**config.mk**
```make
export PLATFORM = sky130hd
export DESIGN_NAME = mem_arbiter
export DESIGN_NICKNAME = d
export VERILOG_FILES = /design/src/rtl/mem_arb_pkg.sv /design/src/rtl/mem_arb_lat_timer.sv /design/src/rtl/mem_arbiter.sv
export SDC_FILE = /design/constraint.sdc
export NUM_CORES = 1
export LEC_CHECK = 0
export BUFFER_PORTS_ARGS = -buffer_cell sky130_fd_sc_hd__buf_4
export CORE_MARGIN = 2
export CORE_UTILIZATION = 49
export CTS_BUF_LIST = sky130_fd_sc_hd__clkbuf_16
export CTS_CLUSTER_DIAMETER = 80
export DETAILED_ROUTE_END_ITERATION = 10
export PLACE_DENSITY = 0.84
export SLEW_MARGIN = 20
export SYNTH_ARGS = -nofsm -noshare
export SYNTH_HDL_FRONTEND = slang
export SYNTH_HIERARCHICAL = 1
export SYNTH_SLANG_ARGS = --single-unit
```
**constraint.sdc**
```tcl
create_clock -name clk -period 2.1 [get_ports clk]
set_input_delay 0.105 -clock clk [delete_from_list [all_inputs] [get_ports clk]]
set_output_delay 0.105 -clock clk [all_outputs]
set_load 0.02 [all_outputs]
```
**src/rtl/mem_arb_pkg.sv**
```systemverilog
`default_nettype none
// ============================================================================
// Module   : mem_arb_pkg
// Purpose  : Shared encodings, counter widths and helpers for mem_arbiter.
// Revision : 1.0 - initial release
// ============================================================================
package mem_arb_pkg;

    typedef enum logic {
        IDLE    = 1'b0,
        RD_WAIT = 1'b1
    } arb_state_e;

    typedef enum logic {
        OWN_IF = 1'b0,
        OWN_D  = 1'b1
    } owner_e;

    localparam int LAT_W    = 3;
    localparam int STARVE_W = 4;
    localparam int PERF_W   = 16;

    // Saturating increment for the performance counters
    function automatic logic [PERF_W-1:0] sat_inc_perf(input logic [PERF_W-1:0] v);
        return (v == {PERF_W{1'b1}}) ? v : v + 1'b1;
    endfunction

endpackage
`default_nettype wire

```
**src/rtl/mem_arb_lat_timer.sv**
```systemverilog
`default_nettype none
// ============================================================================
// Module   : mem_arb_lat_timer
// Purpose  : Read-latency down-counter. Loads RD_LAT on start, decrements
//            every cycle and pulses done in the cycle whose decrement takes
//            the count to zero (i.e. RD_LAT cycles after the start cycle).
// Revision : 1.0 - initial release
// ============================================================================
module mem_arb_lat_timer
    import mem_arb_pkg::*;
#(
    parameter int RD_LAT = 2
) (
    input  logic clk,
    input  logic rst,
    input  logic start,
    output logic done
);

    logic [LAT_W-1:0] count_q;
    logic [LAT_W-1:0] count_d;

    // Next count: load on start, otherwise count down to zero and stop
    always_comb begin
        count_d = count_q;
        if (start) begin
            count_d = LAT_W'(RD_LAT);
        end else if (count_q != '0) begin
            count_d = count_q - 1'b1;
        end
    end

    // Count register, cleared by the asynchronous active-low reset
    always_ff @(posedge clk or negedge rst) begin
        if (!rst) begin
            count_q <= '0;
        end else begin
            count_q <= count_d;
        end
    end

    assign done = (count_q == LAT_W'(1));

endmodule
`default_nettype wire

```
**src/rtl/mem_arbiter.sv**
```systemverilog
`default_nettype none
// ============================================================================
// Module   : mem_arbiter
// Purpose  : Two-requester (fetch / data) arbiter for a single-port memory
//            with fixed read latency. Data has priority; a starvation
//            counter forces a fetch grant after STARVE_MAX data grants.
//            Optional performance counters under MEM_ARB_PERF_EN.
// Revision : 1.0 - initial release
// ============================================================================
module mem_arbiter
    import mem_arb_pkg::*;
#(
    parameter int ADDR_W     = 32,
    parameter int DATA_W     = 32,
    parameter int RD_LAT     = 2,
    parameter int STARVE_MAX = 4
) (
    input  logic              clk,
    input  logic              rst,
    input  logic              if_req,
    input  logic [ADDR_W-1:0] if_addr,
    output logic              if_gnt,
    output logic              if_rvalid,
    output logic [DATA_W-1:0] if_rdata,
    input  logic              d_req,
    input  logic              d_we,
    input  logic [ADDR_W-1:0] d_addr,
    input  logic [DATA_W-1:0] d_wdata,
    output logic              d_gnt,
    output logic              d_rvalid,
    output logic [DATA_W-1:0] d_rdata,
    output logic [ADDR_W-1:0] mem_addr,
    output logic              mem_wr,
    output logic [DATA_W-1:0] mem_wdata,
    input  logic [DATA_W-1:0] mem_rdata
`ifdef MEM_ARB_PERF_EN
   ,output logic [PERF_W-1:0] perf_if_gnt,
    output logic [PERF_W-1:0] perf_d_gnt,
    output logic [PERF_W-1:0] perf_stall,
    output logic [3:0]        perf_starve
`endif
);

    arb_state_e            state_q,     state_d;
    owner_e                owner_q,     owner_d;
    logic [ADDR_W-1:0]     addr_q,      addr_d;
    logic [STARVE_W-1:0]   starve_q,    starve_d;
    logic [DATA_W-1:0]     if_rdata_q,  if_rdata_d;
    logic [DATA_W-1:0]     d_rdata_q,   d_rdata_d;

    logic                  lat_start;
    logic                  lat_done;
    logic                  force_if;

    mem_arb_lat_timer #(
        .RD_LAT (RD_LAT)
    ) u_lat_timer (
        .clk   (clk),
        .rst   (rst),
        .start (lat_start),
        .done  (lat_done)
    );

    // Grant selection, memory drive, read completion and next-state logic
    always_comb begin
        state_d    = state_q;
        owner_d    = owner_q;
        addr_d     = addr_q;
        starve_d   = starve_q;
        if_rdata_d = if_rdata_q;
        d_rdata_d  = d_rdata_q;
        if_gnt     = 1'b0;
        d_gnt      = 1'b0;
        if_rvalid  = 1'b0;
        d_rvalid   = 1'b0;
        mem_addr   = '0;
        mem_wr     = 1'b0;
        mem_wdata  = '0;
        lat_start  = 1'b0;
        force_if   = 1'b0;

        case (state_q)
            IDLE: begin
                force_if = if_req && d_req && (starve_q == STARVE_W'(STARVE_MAX));
                if (d_req && !force_if) begin
                    d_gnt    = 1'b1;
                    mem_addr = d_addr;
                    if (d_we) begin
                        mem_wr    = 1'b1;
                        mem_wdata = d_wdata;
                    end else begin
                        lat_start = 1'b1;
                        state_d   = RD_WAIT;
                        owner_d   = OWN_D;
                        addr_d    = d_addr;
                    end
                    if (if_req && (starve_q != STARVE_W'(STARVE_MAX))) begin
                        starve_d = starve_q + 1'b1;
                    end
                end else if (if_req) begin
                    if_gnt    = 1'b1;
                    mem_addr  = if_addr;
                    lat_start = 1'b1;
                    state_d   = RD_WAIT;
                    owner_d   = OWN_IF;
                    addr_d    = if_addr;
                    starve_d  = '0;
                end
                // Fetch not waiting: nothing to protect
                if (!if_req) begin
                    starve_d = '0;
                end
            end
            RD_WAIT: begin
                mem_addr = addr_q;
                if (lat_done) begin
                    state_d = IDLE;
                    if (owner_q == OWN_IF) begin
                        if_rvalid  = 1'b1;
                        if_rdata_d = mem_rdata;
                    end else begin
                        d_rvalid  = 1'b1;
                        d_rdata_d = mem_rdata;
                    end
                end
            end
            default: state_d = IDLE;
        endcase
    end

    // Read data is presented in the completion cycle and held afterwards
    assign if_rdata = if_rvalid ? mem_rdata : if_rdata_q;
    assign d_rdata  = d_rvalid  ? mem_rdata : d_rdata_q;

    // Core state registers
    always_ff @(posedge clk or negedge rst) begin
        if (!rst) begin
            state_q    <= IDLE;
            owner_q    <= OWN_IF;
            addr_q     <= '0;
            starve_q   <= '0;
            if_rdata_q <= '0;
            d_rdata_q  <= '0;
        end else begin
            state_q    <= state_d;
            owner_q    <= owner_d;
            addr_q     <= addr_d;
            starve_q   <= starve_d;
            if_rdata_q <= if_rdata_d;
            d_rdata_q  <= d_rdata_d;
        end
    end

`ifdef MEM_ARB_PERF_EN
    logic [PERF_W-1:0] perf_if_gnt_q, perf_if_gnt_d;
    logic [PERF_W-1:0] perf_d_gnt_q,  perf_d_gnt_d;
    logic [PERF_W-1:0] perf_stall_q,  perf_stall_d;
    logic [3:0]        perf_starve_q, perf_starve_d;

    // Saturating event counters: grants, stalled cycles, forced fetch grants
    always_comb begin
        perf_if_gnt_d = perf_if_gnt_q;
        perf_d_gnt_d  = perf_d_gnt_q;
        perf_stall_d  = perf_stall_q;
        perf_starve_d = perf_starve_q;
        if (if_gnt) begin
            perf_if_gnt_d = sat_inc_perf(perf_if_gnt_q);
        end
        if (d_gnt) begin
            perf_d_gnt_d = sat_inc_perf(perf_d_gnt_q);
        end
        if ((if_req || d_req) && !if_gnt && !d_gnt) begin
            perf_stall_d = sat_inc_perf(perf_stall_q);
        end
        if (force_if && if_gnt && (perf_starve_q != 4'hF)) begin
            perf_starve_d = perf_starve_q + 1'b1;
        end
    end

    // Performance counter registers
    always_ff @(posedge clk or negedge rst) begin
        if (!rst) begin
            perf_if_gnt_q <= '0;
            perf_d_gnt_q  <= '0;
            perf_stall_q  <= '0;
            perf_starve_q <= '0;
        end else begin
            perf_if_gnt_q <= perf_if_gnt_d;
            perf_d_gnt_q  <= perf_d_gnt_d;
            perf_stall_q  <= perf_stall_d;
            perf_starve_q <= perf_starve_d;
        end
    end

    assign perf_if_gnt = perf_if_gnt_q;
    assign perf_d_gnt  = perf_d_gnt_q;
    assign perf_stall  = perf_stall_q;
    assign perf_starve = perf_starve_q;
`endif

endmodule
`default_nettype wire
```
==> Word level (Yosys, flattened, before mapping) <==
Cells that the tools add are included.
{ "word_totals": {"ff_bits": 105, "wordCells": 66, "out_inout_bits": 133, "input_bits": 133} }
{ "op_classes": {"n_eq_ne": 5, "add_sub_neg": 2, "mux": 38, "reduce_logical": 12, "bitwise_logic": 2} }
{ "op_table": {"columns": ["op", "count"], "rows": [
  ["32-bit 2-to-1 mux", 10],
  ["32-bit one-hot mux with 2 select lines", 1],
  ["1-bit 2-to-1 mux", 21],
  ["4-bit 2-to-1 mux", 3],
  ["3-bit AND reduction", 3],
  ["3-bit 2-to-1 mux", 2],
  ["4-bit by 1-bit adder with 4-bit output (second input constant)", 1],
  ["4-bit by 3-bit equality test with 1-bit output (second input constant)", 1],
  ["1-bit logical AND", 4],
  ["4-bit by 3-bit != test with 1-bit output (second input constant)", 1],
  ["2-bit nonzero test", 2],
  ["3-bit by 1-bit equality test with 1-bit output (second input constant)", 1],
  ["3-bit by 2-bit != test with 1-bit output (second input constant)", 1],
  ["3-bit nonzero test", 1],
  ["3-bit by 1-bit subtractor with 3-bit output (second input constant)", 1],
  ["2-bit != test (second input constant)", 1],
  ["1-bit NOT", 2],
  ["1-bit one-hot mux with 2 select lines", 1],
  ["2-bit AND reduction", 1],
  ["1-bit zero test", 1]
]} }

==> Depth between registers and ports, before layout <==
{ "logic_depth": {"word_depth": 7, "ltp_mapped": 8, "depth_no_buf": 6} }

==> Cells and area by module <==
The synthesis kept the hierarchy.
{ "modules_own_cells": {"columns": ["mod", "seq_area_each_um2", "area_each_um2", "instances", "cells_per_inst"], "rows": [
  ["mem_arbiter", 2552.4, 6228.5, 1, 579],
  ["mem_arb_lat_timer", 75.1, 198.9, 1, 19]
]} }

==> Least setup slack after synthesis <==
No wires, ideal clock.
{ "synth_timing": {"kind": "register to output", "from": "register starve_q[0]", "to": "output mem_addr[24]", "t_required_ns": 1.995, "n_path_buf": 1, "slack_ns": -0.028, "t_arrival_ns": 2.023, "stages_incl_launch_ff": 7, "cell_sequence": "dfrtp_1 inv_1 ha_1 nand4b_1 nand2_1 clkbuf_1 o311ai_0"} }
{ "synth_between": {"elab_chain_cells": 6} }
{ "synth_lines": {"columns": ["item", "line", "source"], "rows": [
  ["start, declared", "mem_arbiter.sv:47", "logic [STARVE_W-1:0] starve_q, starve_d;"],
  ["start signal, assigned", "mem_arbiter.sv:148", "starve_q <= starve_d;"],
  ["4-bit by 3-bit equality test with 1-bit output", "mem_arbiter.sv:84", "force_if = if_req && d_req && (starve_q == STARVE_W'(STARVE_MAX));"],
  ["1-bit logical AND", "mem_arbiter.sv:84", null],
  ["1-bit zero test", "mem_arbiter.sv:85", "if (d_req && !force_if) begin"],
  ["1-bit logical AND", "mem_arbiter.sv:85", null],
  ["32-bit 2-to-1 mux", "mem_arbiter.sv:85", null],
  ["32-bit one-hot mux with 2 select lines", "mem_arbiter.sv:82", "case (state_q)"],
  ["end, declared", "mem_arbiter.sv:32", "output logic [ADDR_W-1:0] mem_addr,"]
]} }
Every way passes these cells.

==> Worst setup path after layout <==
{ "layout_timing": {"from": "register u_lat_timer.count_q[0]", "to": "output d_rdata[14]"} }
{ "layout_between": {"elab_chain_cells": 4} }
{ "layout_lines": {"columns": ["item", "line", "source"], "rows": [
  ["start, declared", "mem_arb_lat_timer.sv:20", "logic [LAT_W-1:0] count_q;"],
  ["start signal, assigned", "mem_arb_lat_timer.sv:38", "count_q <= count_d;"],
  ["3-bit by 1-bit equality test with 1-bit output", "mem_arb_lat_timer.sv:42", "assign done = (count_q == LAT_W'(1));"],
  ["net lat_done", "mem_arbiter.sv:52", "logic lat_done;"],
  ["1-bit 2-to-1 mux", "mem_arbiter.sv:116", "if (lat_done) begin"],
  ["1-bit 2-to-1 mux", "mem_arbiter.sv:82", null],
  ["32-bit 2-to-1 mux", "mem_arbiter.sv:133", "assign d_rdata = d_rvalid ? mem_rdata : d_rdata_q;"],
  ["end, declared", "mem_arbiter.sv:31", "output logic [DATA_W-1:0] d_rdata,"]
]} }
The timed path passes the listed nets, and every way through them passes these cells.

==> impl_metrics.py <==
metrics = {
    "critical_path": {
        "critPathTopFamily": "buffers and inverters",
        "worstPathCellList": "ha_4, nor2b_4, buf_4, nand3_4, buf_12, mux2_2, buf_4",
        "critPathMaxFanout": 19,
        "cp_slowest_cell": "dfrtp_1",
        "timing.rr.end": "if_rdata_q[12]",
        "startpoint_type": "flip-flop",
        "r2r-start": "u_lat_timer/count_q[0]",
        "worstPathRequired_ns": 2.00,
        "slowest_delay_ns": 0.42,
        "worst-setup-path-type": "flip-flop to output pin",
        "critPathArrivalTime_ns": 2.08,
        "ff2ff_setup_slack_ns": 0.07,
        "ff2ff_path_depth": 8,
        "cpMostUsedCell": "buf_4",
        "cp-end-kind": "output pin",
        "cp-startpoint": "u_lat_timer/count_q[0]",
        "worst-path-buf-inv": 3,
    },
    "flow_run": {
        "maxCapViolCount": 0,
    },
    "yosys": {
        "synth-simple-area-share_pct": 9.69,
        "synth_cell_types": 38,
        "synth_flop_cell": "dfrtp_1",
        "synth_warnings": 6,
        "syn_inst": 598,
        "async_flop_share_pct": 100,
        "syn-cell-area_sq_mm": 0.00643,
        "synthXorXnorAreaFrac_pct": 0,
        "synth-compound-area-share_pct": 16.7,
        "synth_seq_cells": 105,
        "seq_area_frac_synth_pct": 40.9,
        "synth_fa_ha_area_share_pct": 0.973,
        "synth_edf_count": 0,
        "synth_top_family_by_area": "multiplexers",
        "syn-num-nets": 736,
        "muxShareOfSynthArea_pct": 23.1,
        "syn_avg_cell_area_sq_um": 10.7,
    },
    "clock_tree": {
        "clock-root-buffer": "clkbuf_16",
        "clock_latency_ns": 0.35,
        "clock_sinks": 105,
        "tritoncts": "done",
        "clockBufferDepth": 2,
        "cts_buffers": 9,
        "clk_pin_slew_ns": 0.07,
        "htreeDepth": 3,
    },
    "worst_hold_path": {
        "hold_end": "if_rdata_q[10]",
        "holdPathStages": 2,
        "hp-class": "input port to flip-flop",
        "min_from": "mem_rdata[10]",
    },
    "power_and_ir_drop": {
        "leakagePower_nw": 4.65,
        "power_density_mw_per_mm2": 1460,
        "peakVddDrop_mv": 0.785,
    },
    "grt": {
        "grt_util_all_layers_pct": 26.7,
        "grt_max_degree": 56,
        "grt_pass1_vias": 5915,
        "overflow": 0,
        "grt_pass1_wl_mm": 30.5,
        "grt_antenna_before_repair": 0,
    },
    "route": {
        "num_vias": 5981,
        "via_per_inst": 5.58,
        "antenna_left": 0,
        "wl_per_cell_um": 18.9,
        "drc": 0,
        "drt_iter0_drc": 369,
        "drt_pre_antenna_iters": 4,
        "routed_wl_mm": 20.3,
    },
    "die": {
        "io_pins": 266,
        "core_area_sq_mm": 0.0127,
        "die_h_um": 119,
        "row_count": 41,
        "die_w_um": 119,
        "start_util_pct": 50.5,
        "die_area_sq_mm": 0.0140,
    },
    "cells_and_area": {
        "synthToLayoutAreaGrowth_pct": 51.4,
        "final_util_pct": 76.5,
        "multiInputGateArea_sq_mm": 0.00336,
        "fill_cells": 760,
        "seq_area_sq_mm": 0.00263,
        "final_net_count": 1033,
        "diodes": 0,
        "final_layout_size_suffix_gt1_share_pct": 58.9,
    },
    "timing": {
        "setup_viol": 42,
        "slew_headroom_pct": 67.7,
        "grt_setup_unrepaired": "true",
        "worst_pin_slew_ns": 0.485,
        "clock.fmax_mhz": 458,
        "period_share_pct": 104,
        "maxSlewViolCount": 0,
        "finalSetupTns_ns": -2.02,
        "finClkSkew_ns": 0.00790,
        "hold_viol_final": 0,
        "post-route-min-period_ns": 2.18,
        "layout_setup_ws_ns": -0.0834,
    },
    "place": {
        "io_buffers": 265,
        "post-place-ws_ns": -0.0262,
        "dp_hpwl_mm": 12.4,
        "gp_congestion": 0.883,
    },
    "run_status": {
        "status": "finished, violations left",
        "violations": "negative setup slack",
    },
}
## worst max-delay path by stage
stage                    to  cells after the start
2_1_floorplan  mem_addr[24]                      6
3_3_place_gp     addr_q[26]                      6
3_5_place_dp     addr_q[26]                      6
4_1_cts        if_rdata[22]                      9
5_1_grt        if_rdata[22]                      9
6_report        d_rdata[14]                      7
## layer usage
layer | wire, um | up-vias | global-route usage (%)
met2 | 10300 | 309 | 46.3
li1 | - | 2730 | -
met5 | 0 | - | 0
met1 | 7920 | 2895 | 33.0
met3 | 1490 | 47 | 6.13
met4 | 493 | 0 | 8.04
## cells in the final DEF, fill, tap and decap left out, types with 6 or more instances in the layout
cell type,count
dfrtp_1,104
buf_12,9
mux2_2,125
o311ai_1,22
o211ai_1,32
buf_6,40
nor2_1,7
o221ai_2,30
clkbuf_16,12
inv_1,68
o311ai_2,6
buf_4,278
nand2_1,69
and2_1,32
## report_power, final
part | switching, mW | leakage [nW] | total, mW | internal, mW
Combinational | 4.29 | 3.25 | 8.76 | 4.47
Clock | 0.775 | 0.149 | 1.82 | 1.05
Sequential | 0.598 | 1.25 | 3.62 | 3.03
## stage by stage
step / power, mW / cell area [sq um] / hold WS (ns) / std cells
2_1_floorplan: 8.36 / 6430 / -0.191 / 598
3_3_place_gp: 11.0 / 8590 / 0.0128 / 1005
3_5_place_dp: 11.2 / 8590 / 0.0188 / 1005
4_1_cts: 13.8 / 9440 / 0.00568 / 1049
5_1_grt: 14.9 / 9730 / 0.00809 / 1072
6_report: 14.2 / 9730 / 0.0161 / 1072
## synth_stat cells (2+ instances only)
master	instances	share of area [%]
o221ai_1	2	0.27
and2_1	32	3.1
mux2_2	128	22
o211ai_1	32	3.7
dfrtp_1	105	41
nor2_1	7	0.41
or3_1	2	0.19
buf_12	3	0.93
buf_2	17	1.3
nand3_1	3	0.23
ha_1	5	0.97
nor2b_1	4	0.39
o21ai_0	5	0.39
o311ai_0	32	4.4
inv_1	71	4.1
mux2i_1	3	0.47
nand2_1	69	4.0
clkbuf_1	26	1.5
buf_6	2	0.35
o221ai_2	30	7.0
buf_4	3	0.35
## cells by family after synthesis
kind of cell,after synthesis
and+or+nand+nor,126
muxes,132
AOI/OAI and AO/OA,107
DFF,105
buffers and inverters,123
adders and majority gates,5
## state kept, by name, indices dropped and copies added, names as in the netlist
signal,flops
u_lat_timer/count_q,3
if_rdata_q,32
owner_q,1
starve_q,4
d_rdata_q,32
state_q,1
addr_q,32
## layout make-up
type	instances	area share (%)
flip-flops and latches	105	27.0
clock buffers	9	2.31
clock inverters	7	0.964
multi-input cells	371	34.5
repair buffers	336	30.2
well taps	172	2.21
inverters	72	2.78
## repair_timing
item                       4_1_cts  5_1_grt
pin swaps                        8       30
gates cloned                     5        5
setup buffers                   22       19
resized for setup               55       32
setup endpoints to repair      130      155
hold endpoints to repair        21        0
hold buffers                     1        0
(Power assumes the default switching activity.)
